--- config.mk ---
export PLATFORM = sky130hd
export DESIGN_NAME = imm_encoder
export DESIGN_NICKNAME = d
export VERILOG_FILES = /design/src/rtl/imm_encoder.sv
export SDC_FILE = /design/constraint.sdc
export NUM_CORES = 1
export LEC_CHECK = 0
export BUFFER_PORTS_ARGS = -buffer_cell sky130_fd_sc_hd__buf_2
export CAP_MARGIN = 5
export CORE_AREA = 2 2 99 172
export CTS_CLUSTER_SIZE = 24
export DETAILED_ROUTE_END_ITERATION = 12
export DIE_AREA = 0 0 101 174
export REMOVE_ABC_BUFFERS = 1
export SYNTH_ARGS = -nofsm -noshare
export SYNTH_HDL_FRONTEND = slang
export SYNTH_SLANG_ARGS = --single-unit
--- constraint.sdc ---
create_clock -name clk -period 3.4 [get_ports clk]
set_clock_uncertainty 0.2 [all_clocks]
set_input_delay 0 -clock clk [delete_from_list [all_inputs] [get_ports clk]]
set_output_delay 0 -clock clk [all_outputs]
set_load 0.05 [all_outputs]
--- src/rtl/imm_encoder.sv ---
// imm_encoder: streaming RV32 immediate packer, the inverse of an immediate extender.
// Scatters a 32-bit signed immediate into the I/S/B/J field positions of a base
// instruction word and range-checks it. Results go into a 2-entry output FIFO
// with a valid/ready handshake. Saturating counters track accepted and erroring
// requests.
//
// Optional feature: define IMM_ENC_J_EN to support J-type (immsrc=2'b11).
// Without it, immsrc=2'b11 is reported as an unsupported format (out_err=1,
// out_instr=base).
//
// Ports:
//   clk        in   rising-edge clock
//   reset      in   synchronous, active-high reset
//   in_valid   in   request valid
//   in_ready   out  request can be accepted (buffer occupancy < 2)
//   immsrc     in   [1:0] format: 00 I, 01 S, 10 B, 11 J
//   imm        in   [31:0] signed immediate (byte offset for B/J)
//   base       in   [31:0] instruction word; immediate-field bits are replaced
//   out_valid  out  out_instr/out_err valid
//   out_ready  in   consumer accepts output
//   out_instr  out  [31:0] packed instruction
//   out_err    out  immediate out of range or format unsupported
//   enc_count  out  [CNT_W-1:0] accepted requests, saturating
//   err_count  out  [CNT_W-1:0] accepted erroring requests, saturating
module imm_encoder #(
  parameter int unsigned CNT_W = 16
) (
  input  logic             clk,
  input  logic             reset,
  input  logic             in_valid,
  output logic             in_ready,
  input  logic [1:0]       immsrc,
  input  logic [31:0]      imm,
  input  logic [31:0]      base,
  output logic             out_valid,
  input  logic             out_ready,
  output logic [31:0]      out_instr,
  output logic             out_err,
  output logic [CNT_W-1:0] enc_count,
  output logic [CNT_W-1:0] err_count
);

  // Combinational encoder
  logic [31:0] enc_instr;
  logic        enc_err;
  logic        fits_12;
  logic        fits_13;
`ifdef IMM_ENC_J_EN
  logic        fits_21;
`endif

  always_comb begin
    fits_12   = (&imm[31:11]) | ~(|imm[31:11]);
    fits_13   = (&imm[31:12]) | ~(|imm[31:12]);
`ifdef IMM_ENC_J_EN
    fits_21   = (&imm[31:20]) | ~(|imm[31:20]);
`endif
    enc_instr = base;
    enc_err   = 1'b0;
    // On error the format's immediate fields are cleared; base bits stay.
    case (immsrc)
      2'b00: begin
        if (fits_12) begin
          enc_instr[31:20] = imm[11:0];
        end else begin
          enc_instr[31:20] = '0;
          enc_err          = 1'b1;
        end
      end
      2'b01: begin
        if (fits_12) begin
          enc_instr[31:25] = imm[11:5];
          enc_instr[11:7]  = imm[4:0];
        end else begin
          enc_instr[31:25] = '0;
          enc_instr[11:7]  = '0;
          enc_err          = 1'b1;
        end
      end
      2'b10: begin
        if (fits_13 && !imm[0]) begin
          enc_instr[31]    = imm[12];
          enc_instr[7]     = imm[11];
          enc_instr[30:25] = imm[10:5];
          enc_instr[11:8]  = imm[4:1];
        end else begin
          enc_instr[31:25] = '0;
          enc_instr[11:7]  = '0;
          enc_err          = 1'b1;
        end
      end
      default: begin
`ifdef IMM_ENC_J_EN
        if (fits_21 && !imm[0]) begin
          enc_instr[31]    = imm[20];
          enc_instr[30:21] = imm[10:1];
          enc_instr[20]    = imm[11];
          enc_instr[19:12] = imm[19:12];
        end else begin
          enc_instr[31:12] = '0;
          enc_err          = 1'b1;
        end
`else
        enc_instr = base;
        enc_err   = 1'b1;
`endif
      end
    endcase
  end

  // 2-entry FIFO as head (the output register) plus one tail slot. Keeping the
  // head as the output register lets out_instr/out_err hold their last value
  // when the buffer drains.
  logic             head_valid_q, head_valid_d;
  logic [31:0]      head_instr_q, head_instr_d;
  logic             head_err_q,   head_err_d;
  logic             tail_valid_q, tail_valid_d;
  logic [31:0]      tail_instr_q, tail_instr_d;
  logic             tail_err_q,   tail_err_d;
  logic [CNT_W-1:0] enc_count_q,  enc_count_d;
  logic [CNT_W-1:0] err_count_q,  err_count_d;
  logic             push;
  logic             pop;

  assign in_ready  = !(head_valid_q && tail_valid_q);
  assign out_valid = head_valid_q;
  assign out_instr = head_instr_q;
  assign out_err   = head_err_q;
  assign enc_count = enc_count_q;
  assign err_count = err_count_q;

  always_comb begin
    push         = in_valid && in_ready;
    pop          = head_valid_q && out_ready;
    head_valid_d = head_valid_q;
    head_instr_d = head_instr_q;
    head_err_d   = head_err_q;
    tail_valid_d = tail_valid_q;
    tail_instr_d = tail_instr_q;
    tail_err_d   = tail_err_q;
    enc_count_d  = enc_count_q;
    err_count_d  = err_count_q;

    if (tail_valid_q) begin
      // Full: no push possible; a pop advances the tail into the head.
      if (pop) begin
        head_instr_d = tail_instr_q;
        head_err_d   = tail_err_q;
        tail_valid_d = 1'b0;
      end
    end else if (!head_valid_q || pop) begin
      // Empty, or one entry leaving: the new request (if any) becomes head.
      head_valid_d = push;
      if (push) begin
        head_instr_d = enc_instr;
        head_err_d   = enc_err;
      end
    end else if (push) begin
      tail_valid_d = 1'b1;
      tail_instr_d = enc_instr;
      tail_err_d   = enc_err;
    end

    if (push) begin
      if (enc_count_q != '1) enc_count_d = enc_count_q + CNT_W'(1);
      if (enc_err && (err_count_q != '1)) err_count_d = err_count_q + CNT_W'(1);
    end
  end

  always_ff @(posedge clk) begin
    if (reset) begin
      head_valid_q <= 1'b0;
      head_instr_q <= '0;
      head_err_q   <= 1'b0;
      tail_valid_q <= 1'b0;
      tail_instr_q <= '0;
      tail_err_q   <= 1'b0;
      enc_count_q  <= '0;
      err_count_q  <= '0;
    end else begin
      head_valid_q <= head_valid_d;
      head_instr_q <= head_instr_d;
      head_err_q   <= head_err_d;
      tail_valid_q <= tail_valid_d;
      tail_instr_q <= tail_instr_d;
      tail_err_q   <= tail_err_d;
      enc_count_q  <= enc_count_d;
      err_count_q  <= err_count_d;
    end
  end

endmodule

; ---- Yosys cells after proc, flatten, opt, wreduce, memory -nomap -nowiden
; Cells that the tools add are included.
[totals]
reg_bits = 100
inputBits = 70
out_inout_bits = 67
wordCells = 66
[classes]
addsub = 2
eq_ne = 5
mux = 23
bitwise_logic = 6
n_reduce_logical = 22
[op_table]
columns = operator, count
row1 = 32-bit 2-to-1 mux, 4
row2 = "16-bit by 1-bit adder with 16-bit output, second input constant", 2
row3 = "16-bit != test, second input constant", 2
row4 = 7-bit one-hot mux with 3 select lines, 1
row5 = 21-bit AND reduction, 1
row6 = 21-bit OR reduction, 1
row7 = 20-bit AND reduction, 1
row8 = 20-bit OR reduction, 1
row9 = 5-bit 2-to-1 mux, 3
row10 = 7-bit 2-to-1 mux, 2
row11 = 12-bit 2-to-1 mux, 1
row12 = 1-bit 2-to-1 mux, 10
row13 = 5-bit one-hot mux with 2 select lines, 1
row14 = 2-bit AND reduction, 3
row15 = 3-bit AND reduction, 2
row16 = 1-bit logical AND, 5
row17 = 1-bit NOT, 4
row18 = 2-bit nonzero test, 2
row19 = 1-bit logical NOT, 3
row20 = "2-bit by 1-bit equality test with 1-bit output, second input constant", 1
row21 = "2-bit equality test, second input constant", 1
row22 = 2-bit logical NOT, 1
row23 = "2-bit by 1-bit != test with 1-bit output, second input constant", 1
row24 = 1-bit OR, 2
row25 = 3 further kinds, 3

; ---- Logic depth before layout (Yosys ltp)
; Gate-level depths: netlist of run 1.
[depth]
ltp_word = 9
ltp_mapped = 10
ltp_nobuf = 9

; ---- Least setup slack after synthesis of run 1
; Ideal clock, no wire load.
[synth_path]
path_kind = register -> register
from = register head_valid_q (netlist: out_valid)
to = register head_instr_q[8] (netlist: out_instr[8])
setup_ns = 0.126
arrival_ns = 2.187
t_required_ns = 3.074
setup_slack_ns = 0.887
path_stages_with_launch = 9
n_path_buf = 2
period_less_slack_ns = 2.513
path_cell_list = dfxtp_1 > nand2_1 > nand2_1 > and2_1 > buf_2 > buf_1 > nand3b_1 > o21ai_0 > a211oi_2
[synth_between]
elab_chain_cells = 5
elab_cells_between_ends = 10
cone_classes = eq/ne: 1 / reduce/logical: 9
[synth_lines]
columns = element, line_no
row1 = from (decl), 114  ; logic head_valid_q, head_valid_d;
row2 = from (signal assigned), 181  ; head_valid_q <= head_valid_d;
row3 = 1-bit logical AND, 125  ; assign in_ready = !(head_valid_q && tail_valid_q);
row4 = 1-bit logical NOT, 125
row5 = named net in_ready, 31  ; output logic in_ready,
row6 = 1-bit logical AND, 133  ; push = in_valid && in_ready;
row7 = 2-bit nonzero test (no source line), -
row8 = 3-bit AND reduction (no source line), -
row9 = to (signal assigned), 182  ; head_instr_q <= head_instr_d;
row10 = to (decl), 115  ; logic [31:0] head_instr_q, head_instr_d;
; The timed path passes the listed nets, and every way through them passes these cells.
; A chain may end at the register's enable or synchronous reset.

; ---- Final worst setup path of run 1
[layout_path]
from = register err_count_q[0] (netlist: err_count[0])
to = register err_count_q[15] (netlist: err_count[15])
[layout_between]
elab_chain_cells = 3
elab_cells_between_ends = 4
cone_classes = add/sub: 1 / eq/ne: 1 / reduce/logical: 2
[layout_lines]
columns = element, line_no
row1 = from (decl), 121  ; logic [CNT_W-1:0] err_count_q, err_count_d;
row2 = from (signal assigned), 188  ; err_count_q <= err_count_d;
row3 = "parallel branches: the longest is 3 deep, another holds 16-bit by 1-bit adder with 16-bit output", -
; Several ways; the timed one is not identified.

==> impl_metrics.ini, run 1 <==
[placed_design]
dp.cells = 841
dp_hpwl_um = 9070
place_congestion = 0.869
io_buffer_count = 136
dp_slack_ns = 1.02

[synth]
synthArstFlopShare = 0
synth_area_mm2 = 0.00478
synth_seq_cells = 100
yosysSeqAreaShare = 0.419
synthMuxAreaShare = 0.0335
synth_fa_ha_area_frac = 0.0157
synth_warnings = 0
synth_top_family_by_area = simple AND/OR/NAND/NOR gates
yosysMostFrequentCell = dfxtp_1
synth-xor-area-share = 0.0513
syn_avg_cell_area_um2 = 8.82
synth_compound_area_frac = 0.192
synth_cell_types = 55
synth-main-ff-cell = dfxtp_1
synth_area_leaders = dfxtp_1 (42%), a211oi_1 (6.1%), nor2_1 (5.9%)
synth_common_cells = dfxtp_1 (100), nor2_1 (75), nand2_1 (54), a211oi_1 (39), a21oi_1 (29)
synthDominantCellAreaShare = 0.419
synth_top_cell_by_area = dfxtp_1
synth_edf_count = 0
synthCells = 542
synth-simple-area-share = 0.240

[clock_network]
clk_pin_slew_ns = 0.07
clock_path_buffers = 2
cts_max_level = 3
clock_latency_ns = 0.34
numCtsBuffers = 9
clock_sinks = 100
cts_tree = built
cts-root-buf = clkbuf_16
cts_setup_buffers = 0

[power]
ir_worst_vdd_v = 0.000211
leakage_nw = 2.42
powerDensity_mw_per_mm2 = 465

[timing]
setup_slack_ns = 1.01
worst_slew_pin_slew_ns = 0.997
achievable-frequency_mhz = 419
fin_crit_ns = 2.39
drv_slew = 0
setup_violations = 0
finalCritPeriodShare = 0.702
slew_headroom = 0.335
rsz0062_at_grt = no
finalHoldViolations = 0

[global_routing]
grt_pass1_wl_um = 21500
antenna_found_initial = 0
overflow = 0
grt_pass1_vias = 4372
grt_max_degree = 86
grtUsageTotal = 0.153

[routing]
avgViaCountPerCell = 4.94
drc = 0
first_pass_iters = 4
post_drt_wl_per_cell_um = 14.6
vias = 4465
drtIter0Drc = 182
drtAntennaViolNets = 0
drt_wl_total_um = 13200

[die]
initial_core_util = 0.293
design.core.area_mm2 = 0.0163
dieArea_mm2 = 0.0176
ios = 137
die_width_um = 101
row_count = 62
die_h_um = 174

[critical_path]
critPathMaxFanout = 15
crit_arrival_ns = 2.42
crit_required_ns = 3.44
cpPeakStageDelay_ns = 0.51
setup.worst_path.class = reg -> reg
end_kind = flop
cp_slowest_cell = nor4_2
path_cells = ha_1 > nand2_1 > nor2_1 > nand4_1 > nand2_1 > nor4_2 > a21o_1 > a21oi_1
crit_path_frequent_cell = nand2_1
startpoint_type = flop

[final_layout]
drive_gt1_frac = 0.271
area_growth_syn_to_layout_pct = 32.9
n_fill_cell = 1696
nNetsFinal = 782
layout.cells.non_filler = 903
num_antenna_cells = 0
fin_util = 0.390

[status]
status = finished clean

[min_path]
hp-class = in -> reg

[job]
max_cap_viol_count = 0
worst max-delay path, delay by kind of cell, from the launching register on:
kind | cells | cell delay [ns]
DFF | 1 | 0.34
adders and majority gates | 1 | 0.22
and+or+nand+nor | 5 | 1.30
AOI/OAI and AO/OA | 2 | 0.22
sequential cells by signal, indices dropped and copies added (netlist names):
signal	count
out_instr	32
tail_instr_q	32
enc_count	16
err_count	16
out_err	1
out_valid	1
tail_err_q	1
tail_valid_q	1
cell type report:
cell class,count,area (um2),area share
Sequential cell,100,2000,0.315
Timing Repair Buffer,186,1190,0.187
Tap cell,192,240,0.0378
Multi-Input combinational cell,401,2550,0.402
Clock buffer,11,253,0.0398
Clock inverter,5,83.8,0.0132
Inverter,8,30.0,0.00473
stage by stage:
| stage | cell area (um2) | power (W) | setup TNS [ns] | hold slack (ns) |
|---|---|---|---|---|
| floorplan | 4580 | 0.00162 | -9.20 | -0.135 |
| global placement | 5550 | 0.00179 | 0 | -0.00245 |
| detailed placement | 5550 | 0.00180 | 0 | 0.00570 |
| CTS | 6350 | 0.00299 | 0 | 0.0129 |
| global route | 6350 | 0.00309 | 0 | 0.0839 |
| finish | 6350 | 0.00295 | 0 | 0.0285 |
timing repair:
action	4_1_cts	5_1_grt
endpoints found under the hold margin	69	0
hold buffers	46	0
setup endpoints to repair	0	0
gates resized for setup	0	0
final timing paths:
path,from,endpoint,slack (ns),depth (start not counted)
max,err_count[0],err_count[15],1.01,8
min,imm[11],tail_instr_q[7],0.03,5
max reg2reg,err_count[0],err_count[15],1.01,8
min reg2reg,tail_instr_q[16],tail_instr_q[16],0.26,2
layer usage:
metal,vias to the layer above,global-route usage,wire length (um)
met5,-,0,0
met1,2055,0.169,5380
met3,26,0.0285,478
met2,124,0.281,6990
li1,2260,-,-
met4,0,0.0619,361
cells in the final DEF, fill, tap and decap left out, types with 3 or more instances in the layout:
cell / instances
nand4_1: 15
a211oi_1: 39
a21oi_2: 5
o21ai_0: 21
o21ai_1: 3
a211oi_2: 8
nor2_1: 74
xnor2_1: 18
dfxtp_1: 99
inv_1: 8
buf_4: 4
a21oi_1: 29
nor4_1: 10
nand3_1: 14
nor4_2: 5
nor2b_1: 5
mux2i_1: 16
ha_1: 6
dlygate4sd3_1: 46
clkbuf_16: 9
a31oi_1: 3
nand3b_1: 17
xor2_1: 10
a22oi_1: 8
and2b_2: 4
nand2_1: 54
and3_1: 4
buf_2: 135
where the power goes:
group	total (W)	internal [W]	switching, W
Clock	0.00115	0.000687	0.000458
Sequential	0.00126	0.00123	0.0000332
Combinational	0.000544	0.000183	0.000361
Total	0.00295	0.00210	0.000852
kinds of logic (layout without fill, tap and decap cells):
kind of cell	after synthesis	count (layout)
buf+inv	41	210
fa+ha+maj	6	6
simple gates	223	223
flops	100	100
mux	16	16
compound gates	128	128
xor+xnor	28	28
Power figures use the tool's default switching activity.
==> inputs of run 2 (changes only) <==
--- a/config.mk
+++ b/config.mk
@@ -5,12 +5,13 @@
 export SDC_FILE = /design/constraint.sdc
 export NUM_CORES = 1
 export LEC_CHECK = 0
+export ABC_AREA = 1
 export BUFFER_PORTS_ARGS = -buffer_cell sky130_fd_sc_hd__buf_2
 export CAP_MARGIN = 5
-export CORE_AREA = 2 2 99 172
+export CORE_AREA = 2 2 103 180
 export CTS_CLUSTER_SIZE = 24
 export DETAILED_ROUTE_END_ITERATION = 12
-export DIE_AREA = 0 0 101 174
+export DIE_AREA = 0 0 105 182
 export REMOVE_ABC_BUFFERS = 1
 export SYNTH_ARGS = -nofsm -noshare
 export SYNTH_HDL_FRONTEND = slang
==> constraint.sdc (replaced) <==
create_clock -name clk -period 2 [get_ports clk]
set_clock_uncertainty 0.2 [all_clocks]
set_input_delay 0 -clock clk [delete_from_list [all_inputs] [get_ports clk]]
set_output_delay 0 -clock clk [all_outputs]
set_load 0.05 [all_outputs]
==> impl_metrics.ini, run 2 <==
[status]
status = finished clean

[final_layout]
nNetsFinal = 1064
area_growth_syn_to_layout_pct = 37.3
drive_gt1_frac = 0.224
layout_commonest_cell = nand2_1
num_antenna_cells = 0
mostFrequentLayoutCells = nand2_1 (184), buf_2 (136), nor2_1 (131), dfxtp_1 (99), nand3_1 (66)
fin_area_mm2 = 0.00715
n_fill_cell = 1941
layout.cells.non_filler = 1226

[synth]
synth_area_leaders = dfxtp_1 (38%), nand2_1 (13%), nor2_1 (9.5%)
synth_area_mm2 = 0.00520
synth_warnings = 0
synthArstFlopShare = 0
synthCells = 789
syn_avg_cell_area_um2 = 6.59
synthDominantCellAreaShare = 0.385
synth_seq_cells = 100
yosysSeqAreaShare = 0.385
synth_common_cells = nand2_1 (184), nor2_1 (131), dfxtp_1 (100), nand3_1 (66), inv_1 (62)
synth_edf_count = 0
synth-main-ff-cell = dfxtp_1
synth_cell_types = 35
synth_top_cell_by_area = dfxtp_1
yosysMostFrequentCell = nand2_1

[timing]
rsz0062_at_grt = yes
finalHoldViolations = 0
worst_slew_pin_slew_ns = 0.685
fin_setup_tns_ns = 0
setup_violations = 0
fin_crit_ns = 1.83
slew_headroom = 0.543
finalCritPeriodShare = 0.914
setup_slack_ns = 0.172
drv_slew = 0
achievable-frequency_mhz = 547

[die]
ios = 137
die_width_um = 105
die_h_um = 182
row_count = 65
design.core.area_mm2 = 0.0177
initial_core_util = 0.293
dieArea_mm2 = 0.0191

[clock_network]
clock_path_buffers = 2
cts_max_level = 3
clock_sinks = 100
numCtsBuffers = 9
cts_tree = built
clk_pin_slew_ns = 0.07
cts-root-buf = clkbuf_16
clock_latency_ns = 0.35
cts_setup_buffers = 0

[critical_path]
crit_path_frequent_cell = nand2_1
startpoint = err_count[0]
reg2reg_from = err_count[0]
crit_required_ns = 2.08
crit_arrival_ns = 1.91
critPathMaxFanout = 18
setup.worst_path.class = reg -> reg
cp_top_family = simple AND/OR/NAND/NOR gates
startpoint_type = flop
path_buf_inv = 1
end_kind = flop
path_cells = ha_1 > nand2_1 > nor3_4 > nand4_1 > o21ai_2 > inv_4 > nand2_8 > nand2_1 > a21oi_2
cpPeakStageDelay_ns = 0.34
cp_slowest_cell = dfxtp_1

[global_routing]
grt_pass1_wl_um = 26300
grt_max_degree = 40
overflow = 0
antenna_found_initial = 0
grtUsageTotal = 0.169
grt_pass1_vias = 5633

[power]
powerDensity_mw_per_mm2 = 680
leakage_nw = 3.31
ir_worst_vdd_v = 0.000293
total_power_w = 0.00486

[placed_design]
dp_hpwl_um = 11200
dp_slack_ns = 0.0998
dp.cells = 1159
place_area_mm2 = 0.00631
place_congestion = 0.902
io_buffer_count = 136

[job]
max_cap_viol_count = 0

[routing]
drtIter0Drc = 339
drtAntennaViolNets = 0
post_drt_wl_per_cell_um = 13.0
first_pass_iters = 6
drt_wl_total_um = 15900
vias = 5694
avgViaCountPerCell = 4.64
drc = 0

[min_path]
hp-class = in -> reg
hp-start = imm[0]
run 2: changes by cell type after synthesis, sizes merged, moves of 16 or more:
cell    before  now
a21oi       34   58
inv          8   67
nand2       54  188
nand3       14   67
nor2        76  133
mux2i       16    0
xnor2       18    2
o21ai       24   57
a211oi      47    1
nand3b      17    1
run 2: logic make-up after synthesis:
kind of cell | share of synthesized area
compound gates | 0.149
xor+xnor | 0.0269
fa+ha+maj | 0.0144
buf+inv | 0.0823
flops | 0.385
simple gates | 0.342
run 2: repair_timing:
action,CTS,global route
endpoints found under the setup margin,0,18
gates resized for setup,0,5
hold endpoints to repair,90,0
hold buffers,52,0
run 2: tightest hold or removal path, stage by stage:
cell,delay (ns)
buf_2,0.12
inv_1,0.06
buf_4,0.16
nand3_1,0.08
nand2_1,0.05
nand2_1,0.07
a31oi_1,0.08
run 2: path summary, 6_finish.rpt:
path	endpoint	depth (start not counted)	slack, ns
setup reg to reg	err_count[5]	9	0.17
hold / removal	tail_instr_q[11]	7	0.11
setup / recovery	err_count[5]	9	0.17
hold reg to reg	enc_count[0]	1	0.26
run 2: cell type report:
class / instances / area (um2) / share of cell area
timing repair buffer: 226 / 1510 / 0.212
multi-input combinational: 583 / 2780 / 0.389
inverter: 68 / 258 / 0.0361
sequential: 100 / 2000 / 0.280
tap: 234 / 293 / 0.0410
clock buffer: 10 / 239 / 0.0334
clock inverter: 5 / 60.1 / 0.00840
run 2: routing by layer:
metal / vias to the layer above / global-route usage / share of wire
met4: 0 / 0.0763 / 0.033
met5: - / 0 / 0
met3: 38 / 0.0219 / 0.031
li1: 2945 / - / -
met1: 2572 / 0.172 / 0.39
met2: 139 / 0.333 / 0.54
run 2: metrics by stage:
stage	utilization	hold WS, ns
5_1_grt	0.403	0.161
3_3_place_gp	0.356	0.0679
3_5_place_dp	0.356	0.0796
6_report	0.403	0.114
2_1_floorplan	-	-0.138
4_1_cts	0.402	0.0995
run 2: power breakdown:
part | switching [W] | total, W | internal, W
combinational | 0.000603 | 0.000935 | 0.000332
clock | 0.000790 | 0.00179 | 0.00100
sequential | 0.0000506 | 0.00213 | 0.00208
total | 0.00144 | 0.00486 | 0.00342
==> inputs of run 3 (changes only) <==
--- a/config.mk
+++ b/config.mk
@@ -6,12 +6,15 @@
 export NUM_CORES = 1
 export LEC_CHECK = 0
 export ABC_AREA = 1
-export BUFFER_PORTS_ARGS = -buffer_cell sky130_fd_sc_hd__buf_2
 export CAP_MARGIN = 5
+export CELL_PAD_IN_SITES_DETAIL_PLACEMENT = 0
+export CELL_PAD_IN_SITES_GLOBAL_PLACEMENT = 2
 export CORE_AREA = 2 2 103 180
 export CTS_CLUSTER_SIZE = 24
 export DETAILED_ROUTE_END_ITERATION = 12
 export DIE_AREA = 0 0 105 182
+export DONT_BUFFER_PORTS = 1
+export PLACE_DENSITY_LB_ADDON = 0.1
 export REMOVE_ABC_BUFFERS = 1
 export SYNTH_ARGS = -nofsm -noshare
 export SYNTH_HDL_FRONTEND = slang
==> impl_metrics.ini, run 3 (same netlist as run 2, synthesis figures left out) <==
[status]
status = finished clean

[final_layout]
mostFrequentLayoutCells = nand2_1 (183), nor2_1 (128), dfxtp_1 (100), buf_4 (86), nand3_1 (65)
nNetsFinal = 980
layout_commonest_cell = nand2_1
fin_area_mm2 = 0.00692
layout.cells.non_filler = 1143
num_antenna_cells = 0
drive_gt1_frac = 0.161
n_fill_cell = 1961
area_growth_syn_to_layout_pct = 33.0

[placed_design]
dp_slack_ns = 0.0784
io_buffer_count = 0
dp.cells = 1076
place_congestion = 0.801
dp_hpwl_um = 11700
place_area_mm2 = 0.00607

[routing]
drtAntennaViolNets = 0
drc = 0
vias = 5468
post_drt_wl_per_cell_um = 14.5
first_pass_iters = 5
drtIter0Drc = 207
avgViaCountPerCell = 4.78
drt_wl_total_um = 16600

[critical_path]
setup.worst_path.class = reg -> reg
reg2reg_slack_ns = 0.15
path_cells = ha_1 > nand2_1 > nor3_4 > nand4_1 > o21ai_2 > inv_4 > buf_4 > nand3_1 > a21oi_1
cp_slowest_cell = dfxtp_1
crit_arrival_ns = 1.88
cpPeakStageDelay_ns = 0.34
startpoint_type = flop
critPathMaxFanout = 16
end_kind = flop
crit_required_ns = 2.03

[timing]
worst_slew_pin_slew_ns = 0.530
achievable-frequency_mhz = 541
drv_slew = 0
setup_slack_ns = 0.150
finalCritPeriodShare = 0.925
rsz0062_at_grt = yes
whs_ns = 0.0656
slew_headroom = 0.646
fin_crit_ns = 1.85
finalHoldViolations = 0
setup_violations = 0

[clock_network]
cts_max_level = 3
cts_tree = built
clk_pin_slew_ns = 0.07
cts-root-buf = clkbuf_16
clock_sinks = 100
clock_path_buffers = 2
numCtsBuffers = 9
clock_latency_ns = 0.35
cts_setup_buffers = 0

[power]
ir_worst_vdd_v = 0.000314
total_power_w = 0.00481
leakage_nw = 2.97
powerDensity_mw_per_mm2 = 695

[die]
die_h_um = 182
design.core.area_mm2 = 0.0177
row_count = 65
dieArea_mm2 = 0.0191
ios = 137
die_width_um = 105
initial_core_util = 0.293

[global_routing]
overflow = 0
grt_pass1_wl_um = 27100
busiest_layer = met2
gr-usage-met1 = 0.201
antenna_found_initial = 0
use_met3 = 0.0341
grtUsageTotal = 0.176
grt_max_degree = 40
grt_pass1_vias = 5330
gr-usage-met2 = 0.326

[job]
max_cap_viol_count = 0

[min_path]
hp-class = in -> reg
-- run 3: changes by cell type in the layout (fill, tap and decap cells not counted), moves of 2 or more --
cell           delta
buf_2           -136
buf_4            +50
buf_12            +4
nor2_1            -3
nor2_2            +3
dlygate4sd3_1     -2
nor3_1            -2
nor3_2            +2
-- run 3: layer usage --
| layer | part of all wire | up-vias | wire, um |
|---|---|---|---|
| li1 | - | 2792 | - |
| met1 | 0.42 | 2526 | 6970 |
| met2 | 0.52 | 132 | 8550 |
| met3 | 0.048 | 18 | 795 |
| met4 | 0.014 | 0 | 240 |
| met5 | 0 | - | 0 |
-- run 3: area by class of cell --
cell class | instances | area (um2) | share of cell area
Clock inverter | 6 | 63.8 | 0.00922
Timing Repair Buffer | 142 | 1270 | 0.183
Clock buffer | 10 | 229 | 0.0331
Inverter | 68 | 258 | 0.0372
Sequential cell | 100 | 2000 | 0.289
Multi-Input combinational cell | 583 | 2810 | 0.406
Tap cell | 234 | 293 | 0.0423
-- run 3: path summary, 6_finish.rpt --
check                                         to  cells after the start           from
worst min register to register     out_instr[29]                      2  out_instr[29]
worst max-delay path                err_count[3]                      9   err_count[0]
worst min-delay path            tail_instr_q[11]                      5      immsrc[0]
worst max register to register      err_count[3]                      9   err_count[0]
-- run 3: power by group --
group          switching (W)  internal (W)
clock               0.000805      0.000972
combinational       0.000588      0.000318
sequential         0.0000425       0.00208
-- run 3: repair_timing --
action                                  CTS  global route
endpoints found under the hold margin    90             0
endpoints found under the setup margin    0            23
resized for setup                         0            11
hold buffers                             51             0
-- run 3: stage by stage --
stage / utilization / setup TNS (ns)
global placement: 0.342 / 0
finish: 0.390 / 0
detailed placement: 0.342 / 0
CTS: 0.388 / 0
global route: 0.390 / -0.0280
floorplan: - / -38.98
-- run 3: critical path, delay by kind of cell (launching register included) --
family / cells / cell delay (ns)
flops: 1 / 0.34
simple gates: 4 / 0.48
fa+ha+maj: 1 / 0.16
compound gates: 2 / 0.25
buf+inv: 2 / 0.29
